$ cat config.mk
export PLATFORM = sky130hd
export DESIGN_NAME = dmem_arbiter_flat
export DESIGN_NICKNAME = d
export VERILOG_FILES = /design/src/rtl/dmem_arbiter_pkg.sv /design/src/rtl/dmem_arbiter_if.sv /design/src/rtl/dmem_arbiter_rr_arb2.sv /design/src/rtl/dmem_arbiter.sv /design/src/flat_wrapper.sv
export SDC_FILE = /design/constraint.sdc
export NUM_CORES = 1
export LEC_CHECK = 0
export ABC_AREA = 1
export CAP_MARGIN = 20
export CORE_ASPECT_RATIO = 0.9
export CORE_MARGIN = 5
export CORE_UTILIZATION = 41
export DETAILED_ROUTE_END_ITERATION = 10
export GPL_ROUTABILITY_DRIVEN = 1
export PLACE_DENSITY = 0.84
export SLEW_MARGIN = 10
export SYNTH_ARGS = -nofsm -noshare
export SYNTH_HDL_FRONTEND = slang
export SYNTH_SLANG_ARGS = --single-unit
$ cat constraint.sdc
create_clock -name clk -period 1.3 [get_ports clk]
set_input_delay 0.325 -clock clk [delete_from_list [all_inputs] [get_ports clk]]
set_output_delay 0.325 -clock clk [all_outputs]
set_load 0.01 [all_outputs]
$ cat src/rtl/dmem_arbiter_pkg.sv
// Shared definitions for the data-memory arbiter: default widths, FSM encoding,
// requester port indices and a small grant helper.
package dmem_arbiter_pkg;

   localparam int DMEM_ADDR_W = 9;
   localparam int DMEM_DATA_W = 32;

   typedef enum logic [1:0] {
      ST_IDLE   = 2'd0,
      ST_ACCESS = 2'd1,
      ST_RESP   = 2'd2
   } state_e;

   localparam logic PORT_CPU = 1'b0;
   localparam logic PORT_LDR = 1'b1;

   function automatic logic [1:0] port_onehot(input logic port);
      return port ? 2'b10 : 2'b01;
   endfunction

endpackage

$ cat src/rtl/dmem_arbiter_if.sv
// Bundle of both requester handshakes plus the single-port memory bus.
// The arbiter takes the slave view; requesters and the memory model take the master view.
interface dmem_arbiter_if
   import dmem_arbiter_pkg::*;
#(
   parameter int ADDR_W = DMEM_ADDR_W,
   parameter int DATA_W = DMEM_DATA_W
);

   logic              req0;
   logic              we0;
   logic [ADDR_W-1:0] addr0;
   logic [DATA_W-1:0] wdata0;
   logic              ack0;
   logic [DATA_W-1:0] rdata0;

   logic              req1;
   logic              we1;
   logic [ADDR_W-1:0] addr1;
   logic [DATA_W-1:0] wdata1;
   logic              ack1;
   logic [DATA_W-1:0] rdata1;

   logic              busy;

   logic [ADDR_W-1:0] MemAddr;
   logic              MemRead;
   logic              MemWrite;
   logic [DATA_W-1:0] Write_Data;
   logic [DATA_W-1:0] Read_Data;

   modport slave (
      input  req0, we0, addr0, wdata0,
      input  req1, we1, addr1, wdata1,
      input  Read_Data,
      output ack0, rdata0, ack1, rdata1, busy,
      output MemAddr, MemRead, MemWrite, Write_Data
   );

   modport master (
      output req0, we0, addr0, wdata0,
      output req1, we1, addr1, wdata1,
      output Read_Data,
      input  ack0, rdata0, ack1, rdata1, busy,
      input  MemAddr, MemRead, MemWrite, Write_Data
   );

endinterface

$ cat src/rtl/dmem_arbiter_rr_arb2.sv
// Two-input arbiter with one-hot grant. Round-robin on ties unless FIXED_PRI is set,
// in which case port 0 always wins a tie.
module rr_arb2
   import dmem_arbiter_pkg::*;
#(
   parameter int FIXED_PRI = 0
) (
   input  logic       clk,
   input  logic       reset,
   input  logic [1:0] req_i,
   input  logic       update_i,
   input  logic       upd_port_i,
   output logic [1:0] gnt_o
);

   localparam bit FIXED = (FIXED_PRI != 0);

   logic last_q;
   logic last_d;
   logic win;

   always_comb begin
      win = PORT_CPU;
      if (req_i == 2'b11) begin
         // last_q holds the port served most recently; the other one gets the tie
         win = (FIXED || (last_q == PORT_LDR)) ? PORT_CPU : PORT_LDR;
      end else if (req_i[1]) begin
         win = PORT_LDR;
      end
      gnt_o = (req_i != 2'b00) ? port_onehot(win) : 2'b00;
   end

   always_comb begin
      last_d = last_q;
      if (update_i) begin
         last_d = upd_port_i;
      end
   end

   always_ff @(posedge clk) begin
      if (reset) begin
         last_q <= PORT_LDR;
      end else begin
         last_q <= last_d;
      end
   end

endmodule

$ cat src/rtl/dmem_arbiter.sv
// Shares one single-port data memory between the MEM stage (port 0) and the
// loader/debug port (port 1); one access per three cycles, one-cycle ack.
//
//  state     | meaning
//  ----------+---------------------------------------------------------------
//  ST_IDLE   | sample requests, latch the winner's fields, strobes low
//  ST_ACCESS | strobe the memory once with latched fields, capture read data
//  ST_RESP   | pulse the winner's ack, update the round-robin pointer
module dmem_arbiter
   import dmem_arbiter_pkg::*;
#(
   parameter int ADDR_W    = DMEM_ADDR_W,
   parameter int DATA_W    = DMEM_DATA_W,
   parameter int FIXED_PRI = 0
) (
   input  logic          clk,
   input  logic          reset,
   dmem_arbiter_if.slave bus
);

   state_e            state_q, state_d;
   logic              port_q, port_d;
   logic              we_q, we_d;
   logic [ADDR_W-1:0] addr_q, addr_d;
   logic [DATA_W-1:0] wdata_q, wdata_d;
   logic              mem_rd_q, mem_rd_d;
   logic              mem_wr_q, mem_wr_d;
   logic [1:0]        ack_q, ack_d;
   logic [DATA_W-1:0] rdata0_q, rdata0_d;
   logic [DATA_W-1:0] rdata1_q, rdata1_d;
   logic              busy_q, busy_d;

   logic [1:0]        gnt;
   logic              sel_we;
   logic [ADDR_W-1:0] sel_addr;
   logic [DATA_W-1:0] sel_wdata;

   rr_arb2 #(
      .FIXED_PRI (FIXED_PRI)
   ) u_arb (
      .clk        (clk),
      .reset      (reset),
      .req_i      ({bus.req1, bus.req0}),
      .update_i   (state_q == ST_RESP),
      .upd_port_i (port_q),
      .gnt_o      (gnt)
   );

   always_comb begin
      sel_we    = gnt[1] ? bus.we1    : bus.we0;
      sel_addr  = gnt[1] ? bus.addr1  : bus.addr0;
      sel_wdata = gnt[1] ? bus.wdata1 : bus.wdata0;
   end

   always_comb begin
      state_d  = state_q;
      port_d   = port_q;
      we_d     = we_q;
      addr_d   = addr_q;
      wdata_d  = wdata_q;
      mem_rd_d = mem_rd_q;
      mem_wr_d = mem_wr_q;
      ack_d    = ack_q;
      rdata0_d = rdata0_q;
      rdata1_d = rdata1_q;
      busy_d   = busy_q;
      case (state_q)
         ST_IDLE: begin
            ack_d = 2'b00;
            if (gnt != 2'b00) begin
               // strobes are set up here so they come straight off flops in ACCESS
               port_d   = gnt[1];
               we_d     = sel_we;
               addr_d   = sel_addr;
               wdata_d  = sel_wdata;
               mem_wr_d = sel_we;
               mem_rd_d = ~sel_we;
               busy_d   = 1'b1;
               state_d  = ST_ACCESS;
            end
         end
         ST_ACCESS: begin
            mem_rd_d = 1'b0;
            mem_wr_d = 1'b0;
            if (!we_q) begin
               if (port_q == PORT_LDR) begin
                  rdata1_d = bus.Read_Data;
               end else begin
                  rdata0_d = bus.Read_Data;
               end
            end
            ack_d   = port_onehot(port_q);
            state_d = ST_RESP;
         end
         ST_RESP: begin
            ack_d   = 2'b00;
            busy_d  = 1'b0;
            state_d = ST_IDLE;
         end
         default: begin
            mem_rd_d = 1'b0;
            mem_wr_d = 1'b0;
            ack_d    = 2'b00;
            busy_d   = 1'b0;
            state_d  = ST_IDLE;
         end
      endcase
   end

   always_ff @(posedge clk) begin
      if (reset) begin
         state_q  <= ST_IDLE;
         port_q   <= PORT_CPU;
         we_q     <= 1'b0;
         addr_q   <= '0;
         wdata_q  <= '0;
         mem_rd_q <= 1'b0;
         mem_wr_q <= 1'b0;
         ack_q    <= 2'b00;
         rdata0_q <= '0;
         rdata1_q <= '0;
         busy_q   <= 1'b0;
      end else begin
         state_q  <= state_d;
         port_q   <= port_d;
         we_q     <= we_d;
         addr_q   <= addr_d;
         wdata_q  <= wdata_d;
         mem_rd_q <= mem_rd_d;
         mem_wr_q <= mem_wr_d;
         ack_q    <= ack_d;
         rdata0_q <= rdata0_d;
         rdata1_q <= rdata1_d;
         busy_q   <= busy_d;
      end
   end

   assign bus.MemAddr    = addr_q;
   assign bus.Write_Data = wdata_q;
   assign bus.MemRead    = mem_rd_q;
   assign bus.MemWrite   = mem_wr_q;
   assign bus.ack0       = ack_q[0];
   assign bus.ack1       = ack_q[1];
   assign bus.rdata0     = rdata0_q;
   assign bus.rdata1     = rdata1_q;
   assign bus.busy       = busy_q;

endmodule

$ cat src/flat_wrapper.sv
// flat-port wrapper written by rule: the top's interface ports become plain ports
module dmem_arbiter_flat import dmem_arbiter_pkg::*;
#(
   parameter int ADDR_W    = DMEM_ADDR_W,
   parameter int DATA_W    = DMEM_DATA_W,
   parameter int FIXED_PRI = 0
)
  (clk, reset, bus_req0, bus_we0, bus_addr0, bus_wdata0, bus_req1, bus_we1, bus_addr1, bus_wdata1, bus_Read_Data, bus_ack0, bus_rdata0, bus_ack1, bus_rdata1, bus_busy, bus_MemAddr, bus_MemRead, bus_MemWrite, bus_Write_Data);
  dmem_arbiter_if #(.ADDR_W(ADDR_W), .DATA_W(DATA_W)) bus_i ();
  input  logic clk;
  input  logic reset;
  input wire logic [$bits(bus_i.req0)-1:0] bus_req0;
  input wire logic [$bits(bus_i.we0)-1:0] bus_we0;
  input wire logic [$bits(bus_i.addr0)-1:0] bus_addr0;
  input wire logic [$bits(bus_i.wdata0)-1:0] bus_wdata0;
  input wire logic [$bits(bus_i.req1)-1:0] bus_req1;
  input wire logic [$bits(bus_i.we1)-1:0] bus_we1;
  input wire logic [$bits(bus_i.addr1)-1:0] bus_addr1;
  input wire logic [$bits(bus_i.wdata1)-1:0] bus_wdata1;
  input wire logic [$bits(bus_i.Read_Data)-1:0] bus_Read_Data;
  output wire logic [$bits(bus_i.ack0)-1:0] bus_ack0;
  output wire logic [$bits(bus_i.rdata0)-1:0] bus_rdata0;
  output wire logic [$bits(bus_i.ack1)-1:0] bus_ack1;
  output wire logic [$bits(bus_i.rdata1)-1:0] bus_rdata1;
  output wire logic [$bits(bus_i.busy)-1:0] bus_busy;
  output wire logic [$bits(bus_i.MemAddr)-1:0] bus_MemAddr;
  output wire logic [$bits(bus_i.MemRead)-1:0] bus_MemRead;
  output wire logic [$bits(bus_i.MemWrite)-1:0] bus_MemWrite;
  output wire logic [$bits(bus_i.Write_Data)-1:0] bus_Write_Data;
  assign bus_i.req0 = bus_req0;
  assign bus_i.we0 = bus_we0;
  assign bus_i.addr0 = bus_addr0;
  assign bus_i.wdata0 = bus_wdata0;
  assign bus_i.req1 = bus_req1;
  assign bus_i.we1 = bus_we1;
  assign bus_i.addr1 = bus_addr1;
  assign bus_i.wdata1 = bus_wdata1;
  assign bus_i.Read_Data = bus_Read_Data;
  assign bus_ack0 = bus_i.ack0;
  assign bus_rdata0 = bus_i.rdata0;
  assign bus_ack1 = bus_i.ack1;
  assign bus_rdata1 = bus_i.rdata1;
  assign bus_busy = bus_i.busy;
  assign bus_MemAddr = bus_i.MemAddr;
  assign bus_MemRead = bus_i.MemRead;
  assign bus_MemWrite = bus_i.MemWrite;
  assign bus_Write_Data = bus_i.Write_Data;
  dmem_arbiter #(.ADDR_W(ADDR_W), .DATA_W(DATA_W), .FIXED_PRI(FIXED_PRI)) u_core (.clk(clk), .reset(reset), .bus(bus_i));
endmodule
==> results.toml, run 1 <==
[logic_synthesis]
yosysWarnings = 0
synth.avg_cell_area_sq_um = 6.90
synth.distinct_cells = 18
syn_area_sq_um = 4720
postSynthCellCount = 685
syn_nets = 805
seq_area_frac_synth_pct = 48.7
ys_seq_elements = 115

[sta]
grt_setup_unrepaired = "yes"
timing.final.crit_share_pct = 100
worst_pin_slew_ps = 269
setup_tns_ps = -5.98
fmax_ghz = 0.766
relSlewSlack_pct = 82.0
fin_crit_ps = 1310
clock_skew_ps = 8.21
hold_viol = 0
setup_violations = 1
hold_slack_ps = 452
finalMaxSlewViolations = 0
layout_setup_ws_ps = -5.98

[min_path]
holdCritPathClass = "flip-flop to flip-flop"

[pwr]
p_comb_share_pct = 18.2
leakage_nw = 3.64
swShare_pct = 25.6
finalPower_w = 0.0114
seqPwrFrac_pct = 34.3
p_per_area_nw_per_um2 = 1450
vdd_drop_max_mv = 0.834
pwr-share-clk_pct = 47.5
internal_power_w = 0.00850
power_switching_w = 0.00293

[setup_path]
required_ps = 1590
crit_path_max_incr_delay_ps = 360
critPathKind = "flip-flop to flip-flop"
worstPathArrival_ps = 1600
cp-start-kind = "flip-flop"
cp_top_family = "simple AND/OR/NAND/NOR gates"
cp_slowest_cell = "dfxtp_4"
crit_path_end_kind = "flip-flop"
path_buf_inv = 3
worstPathCellList = "inv_4 > nand2_4 > nor2_4 > buf_12 > clkbuf_16 > nand2_4 > nor2_1 > nor2_1"
path_max_fanout = 7

[place]
portBuffers = 229
gp_congestion = 0.903
place_area_sq_um = 7300
dp_hpwl_um = 10900

[finish]
final_cell_mix = "179 x nor2_1, 117 x clkdlybuf4s50_1, 113 x nand2_1, 95 x dfxtp_1, 84 x buf_2"
antennaDiodeCount = 0
synthToLayoutAreaGrowth_pct = 66.9
drive_gt1_share_pct = 25.3
fin_nets = 1050
utilization_pct = 69.5
final_area_sq_um = 7880
n_fill_cell = 936
mostFrequentLayoutCell = "nor2_1"

[die]
die_x_um = 123
die_area_sq_um = 13800
rows = 37
die_h_um = 112
core_area_sq_um = 11300
initial_core_util_pct = 41.6
ioPinCount = 230

[route]
routedWlPerCell_um = 14.8
firstDrtPassIters = 5
post-route-drc-count = 0
vias = 5237
drtIter0Drc = 339
viasPerCell = 4.77
wl_um = 16200
drtAntennaViolNets = 0

[cts]
clkTransAtPathRegs_ps = 60
cts_max_level = 4
clock_latency_ps = 390
cts_tree = "done"
root_buffer = "clkbuf_16"
clkSinkCount = 115
tritoncts.num_buffers = 17
cts_buffer_depth = 2

[run_status]
violations = "setup timing"
status = "finished, violations left"

[grt]
grt_max_degree = 37
antenna_found_initial = 0
grtUsageTotal_pct = 21.9
grt_pass1_vias = 4921
overflow = 0
grt_pass1_wl_um = 24200

[run]
drv_cap = 0
## Yosys cell counts
cell type,count,area share [%]
dfxtp_1,115,49
nor2_1,191,15
o21ai_0,75,7.9
inv_2,4,0.32
buf_6,2,0.48
o21ai_1,2,0.21
clkbuf_1,17,1.4
nand2_1,126,10
a21oi_1,34,3.6
nor2_4,2,0.48
nand3_2,1,0.21
nand3_1,39,4.1
buf_2,17,1.8
clkbuf_2,1,0.11
nand2_2,1,0.13
nor2_2,1,0.13
buf_4,8,1.3
inv_1,49,3.9
## power by group through the flow
stage | registers, W | logic (W) | clock network (W)
4_1_cts | 0.00391 | 0.00194 | 0.00549
3_5_place_dp | 0.00398 | 0.00200 | 0
3_3_place_gp | 0.00397 | 0.00198 | 0
2_1_floorplan | 0.00409 | 0.000771 | 0
5_1_grt | 0.00394 | 0.00228 | 0.00569
6_report | 0.00392 | 0.00208 | 0.00543
## registers in the layout, summed over array words and instances, names as in the netlist
name	count
u_core.bus.busy	1
u_core.we_q	1
u_core.bus.Write_Data	32
u_core.u_arb.last_q	1
u_core.bus.MemAddr	9
u_core.port_q	1
u_core.bus.rdata0	32
u_core.bus.rdata1	32
u_core.ack_q	2
u_core.state_q	2
u_core.bus.MemWrite	1
u_core.bus.MemRead	1
## worst reg2reg max path: stages, from the launching register on
cell and delay, ps:
dfxtp_4 360, inv_4 70, nand2_4 60, nor2_4 160, buf_12 170, clkbuf_16 170, nand2_4 40, nor2_1 120
nor2_1 60
## layout make-up
cell class,instances,area (sq um),share of cell area [%]
Clock buffer,18,439,5.57
Clock inverter,14,250,3.17
Inverter,53,206,2.62
Multi-Input combinational cell,472,2120,26.8
Sequential cell,115,2330,29.6
Tap cell,156,195,2.48
Timing Repair Buffer,271,2350,29.8
## metal layers
metal	vias to the layer above	global-route usage, %	routed length (um)
met4	0	4.94	347
met3	35	8.43	1570
met1	2352	25.5	6320
li1	2630	-	-
met5	-	0	0
met2	220	37.8	7970
## final timing paths
| path | start | to | slack, ps | depth (start not counted) |
|---|---|---|---|---|
| worst max-delay path | u_core.state_q[1] | u_core.bus.Write_Data[31] | -6 | 8 |
| worst min-delay path | u_core.bus.rdata0[1] | u_core.bus.rdata0[1] | 450 | 2 |
| worst max register to register | u_core.state_q[1] | u_core.bus.Write_Data[31] | -6 | 8 |
| worst min register to register | u_core.bus.rdata0[1] | u_core.bus.rdata0[1] | 450 | 2 |
## through the flow
stage	cells	setup slack (ps)
after floorplan	685	158
after global placement	1054	-358
after detailed placement	1054	-414
after CTS	1089	-0.000999
after global routing	1099	-82.0
final	1099	-5.98
## logic make-up after synthesis
| kind of cell | after synthesis | share of synthesized area, % |
|---|---|---|
| buf+inv | 98 | 9.22 |
| simple gates | 361 | 30.3 |
| flops | 115 | 48.7 |
| compound gates | 111 | 11.8 |
## what timing repair did
item / CTS / global route
cloned: 1 / 4
gates resized for setup: 343 / 154
hold buffers: 0 / 0
pin swaps: 2 / 32
setup endpoints to repair: 118 / 163
buffers inserted: 2 / 7
(Power assumes the default switching activity.)
==> run 2, diff against run 1 <==
--- a/config.mk
+++ b/config.mk
@@ -9,11 +9,12 @@
 export CAP_MARGIN = 20
 export CORE_ASPECT_RATIO = 0.9
 export CORE_MARGIN = 5
-export CORE_UTILIZATION = 41
+export CORE_UTILIZATION = 40
 export DETAILED_ROUTE_END_ITERATION = 10
 export GPL_ROUTABILITY_DRIVEN = 1
-export PLACE_DENSITY = 0.84
+export PLACE_DENSITY = 0.83
 export SLEW_MARGIN = 10
 export SYNTH_ARGS = -nofsm -noshare
 export SYNTH_HDL_FRONTEND = slang
+export SYNTH_HIERARCHICAL = 1
 export SYNTH_SLANG_ARGS = --single-unit
==> results.toml, run 2 <==
[logic_synthesis]
seq_area_frac_synth_pct = 50.2
synth.avg_cell_area_sq_um = 7.11
syn_area_sq_um = 4580
yosysWarnings = 6
synth_edf_count = 0
postSynthCellCount = 644
syn_nets = 764
synth.distinct_cells = 22
ys_seq_elements = 115
yosysTopAreaCellShare_pct = 50.2
synthTopCellsByCount = "218 x nor2_1, 135 x nand2_1, 115 x dfxtp_1, 102 x o21ai_0, 12 x buf_2"
synthTopCellsByArea = "dfxtp_1 50%, nor2_1 18%, o21ai_0 11%"
synth_top_cell_by_area = "dfxtp_1"
ys_dominant_reg_cell = "dfxtp_1"
synth.most_common_cell = "nor2_1"
synthArstFlopShare_pct = 0

[sta]
worst_pin_slew_ps = 290
timing.final.crit_share_pct = 107
relSlewSlack_pct = 80.6
fmax_ghz = 0.718
hold_slack_ps = 445
layout_setup_ws_ps = -92.4
finalMaxSlewViolations = 0
grt_setup_unrepaired = "yes"
setup_violations = 21
clock_skew_ps = 10.9
fin_crit_ps = 1390
hold_viol = 0

[pwr]
leakage_nw = 3.49
p_per_area_nw_per_um2 = 1380
finalPower_w = 0.0105
vdd_drop_max_mv = 0.897

[grt]
grt_pass1_wl_um = 24100
grt_max_degree = 58
antenna_found_initial = 0
grtUsageTotal_pct = 22.0
grt_pass1_vias = 4724
overflow = 0

[die]
rows = 37
die_h_um = 112
core_area_sq_um = 11300
ioPinCount = 230
die_x_um = 123
die_area_sq_um = 13700
initial_core_util_pct = 40.4

[route]
drtAntennaViolNets = 0
post-route-drc-count = 0
wl_um = 15700
vias = 5055
routedWlPerCell_um = 14.8
drtIter0Drc = 339
viasPerCell = 4.76
firstDrtPassIters = 6

[finish]
antennaDiodeCount = 0
n_fill_cell = 998
utilization_pct = 66.9
fin_nets = 1012
drive_gt1_share_pct = 26.2
final_cell_mix = "194 x nor2_1, 134 x nand2_1, 117 x clkdlybuf4s50_1, 100 x dfxtp_1, 97 x o21ai_0"
ff_latch_area_sq_um = 2320
synthToLayoutAreaGrowth_pct = 65.6
mostFrequentLayoutCell = "nor2_1"
multiInputGateArea_sq_um = 2140

[setup_path]
crit_path_max_incr_delay_ps = 360
cp_slowest_cell = "dfxtp_4"
path_max_fanout = 5
crit_path_end_kind = "flip-flop"
critPathKind = "flip-flop to flip-flop"
worstPathArrival_ps = 1720
required_ps = 1630
worstPathCellList = "inv_2 > a21boi_2 > buf_4 > o21ai_4 > buf_12 > clkbuf_16 > nor2_4 > nor2_1"
cp-start-kind = "flip-flop"

[place]
portBuffers = 229
gp_congestion = 0.854
dp_hpwl_um = 10800

[cts]
cts_tree = "done"
cts_max_level = 4
clkSinkCount = 115
tritoncts.num_buffers = 17
clock_latency_ps = 400
cts_buffer_depth = 2
clkTransAtPathRegs_ps = 60
root_buffer = "clkbuf_16"

[run]
drv_cap = 0

[min_path]
holdCritPathClass = "flip-flop to flip-flop"

[run_status]
status = "finished, violations left"
violations = "setup timing"
## run 2: cell types whose count changed after synthesis, moves of 8 or more
cell      delta
buf_6        +8
inv_1       -42
o21ai_0     +27
nand3_1     -36
a21oi_1     -32
nand2_1      +9
clkbuf_1     -8
nor2_1      +27
## run 2: worst paths after layout
kind                                     startpoint                        end  slack [ps]  cells after the start
worst max-delay path            u_core/u_arb/last_q  u_core/bus.Write_Data[10]         -90                      8
worst min-delay path                  u_core/port_q            u_core/ack_q[0]         440                      1
worst max register to register  u_core/u_arb/last_q  u_core/bus.Write_Data[10]         -90                      8
worst min register to register        u_core/port_q            u_core/ack_q[0]         440                      1
## run 2: what timing repair did
item | CTS | global route
gates resized for setup | 367 | 139
endpoints found under the setup margin | 154 | 151
cloned | 2 | 2
hold buffers | 0 | 0
pin swaps | 5 | 22
setup buffers | 1 | 3
## run 2: critical path, delay by kind of cell (launching register included)
family / cells / cell delay [ps]
compound gates: 2 / 320
flops: 1 / 360
simple gates: 2 / 140
buf+inv: 4 / 530
## run 2: routing by layer
metal | wire length, um | track usage, % | up-vias
met3 | 1490 | 8.38 | 16
li1 | - | - | 2529
met4 | 184 | 6.57 | 0
met5 | 0 | 0 | -
met1 | 6120 | 25.8 | 2313
met2 | 7890 | 37.2 | 197
## run 2: layout make-up
class | count | share of cell area (%)
Multi-Input combinational cell | 476 | 28.2
Timing Repair Buffer | 269 | 30.5
Clock inverter | 14 | 1.75
Tap cell | 156 | 2.57
Clock buffer | 18 | 5.66
Inverter | 13 | 0.709
Sequential cell | 115 | 30.6
## run 2: logic make-up after synthesis
kind of cell,share of synthesized area (%)
compound gates,12.6
buf+inv,6.66
flops,50.2
simple gates,30.5
## run 2: stage by stage
step | setup TNS [ps] | area (sq um) | setup slack [ps] | instances
after floorplan | 0 | 4580 | 13.0 | 644
after global placement | -29130 | 7190 | -451 | 1022
after detailed placement | -31680 | 7190 | -508 | 1022
after CTS | -739 | 7750 | -50.1 | 1057
after global routing | -3910 | 7590 | -183 | 1061
final | -648 | 7590 | -92.4 | 1061
## run 2: report_power, final
part           switching (W)  internal (W)
Combinational        0.00112       0.00108
Sequential          0.000151       0.00384
Clock                0.00166       0.00264
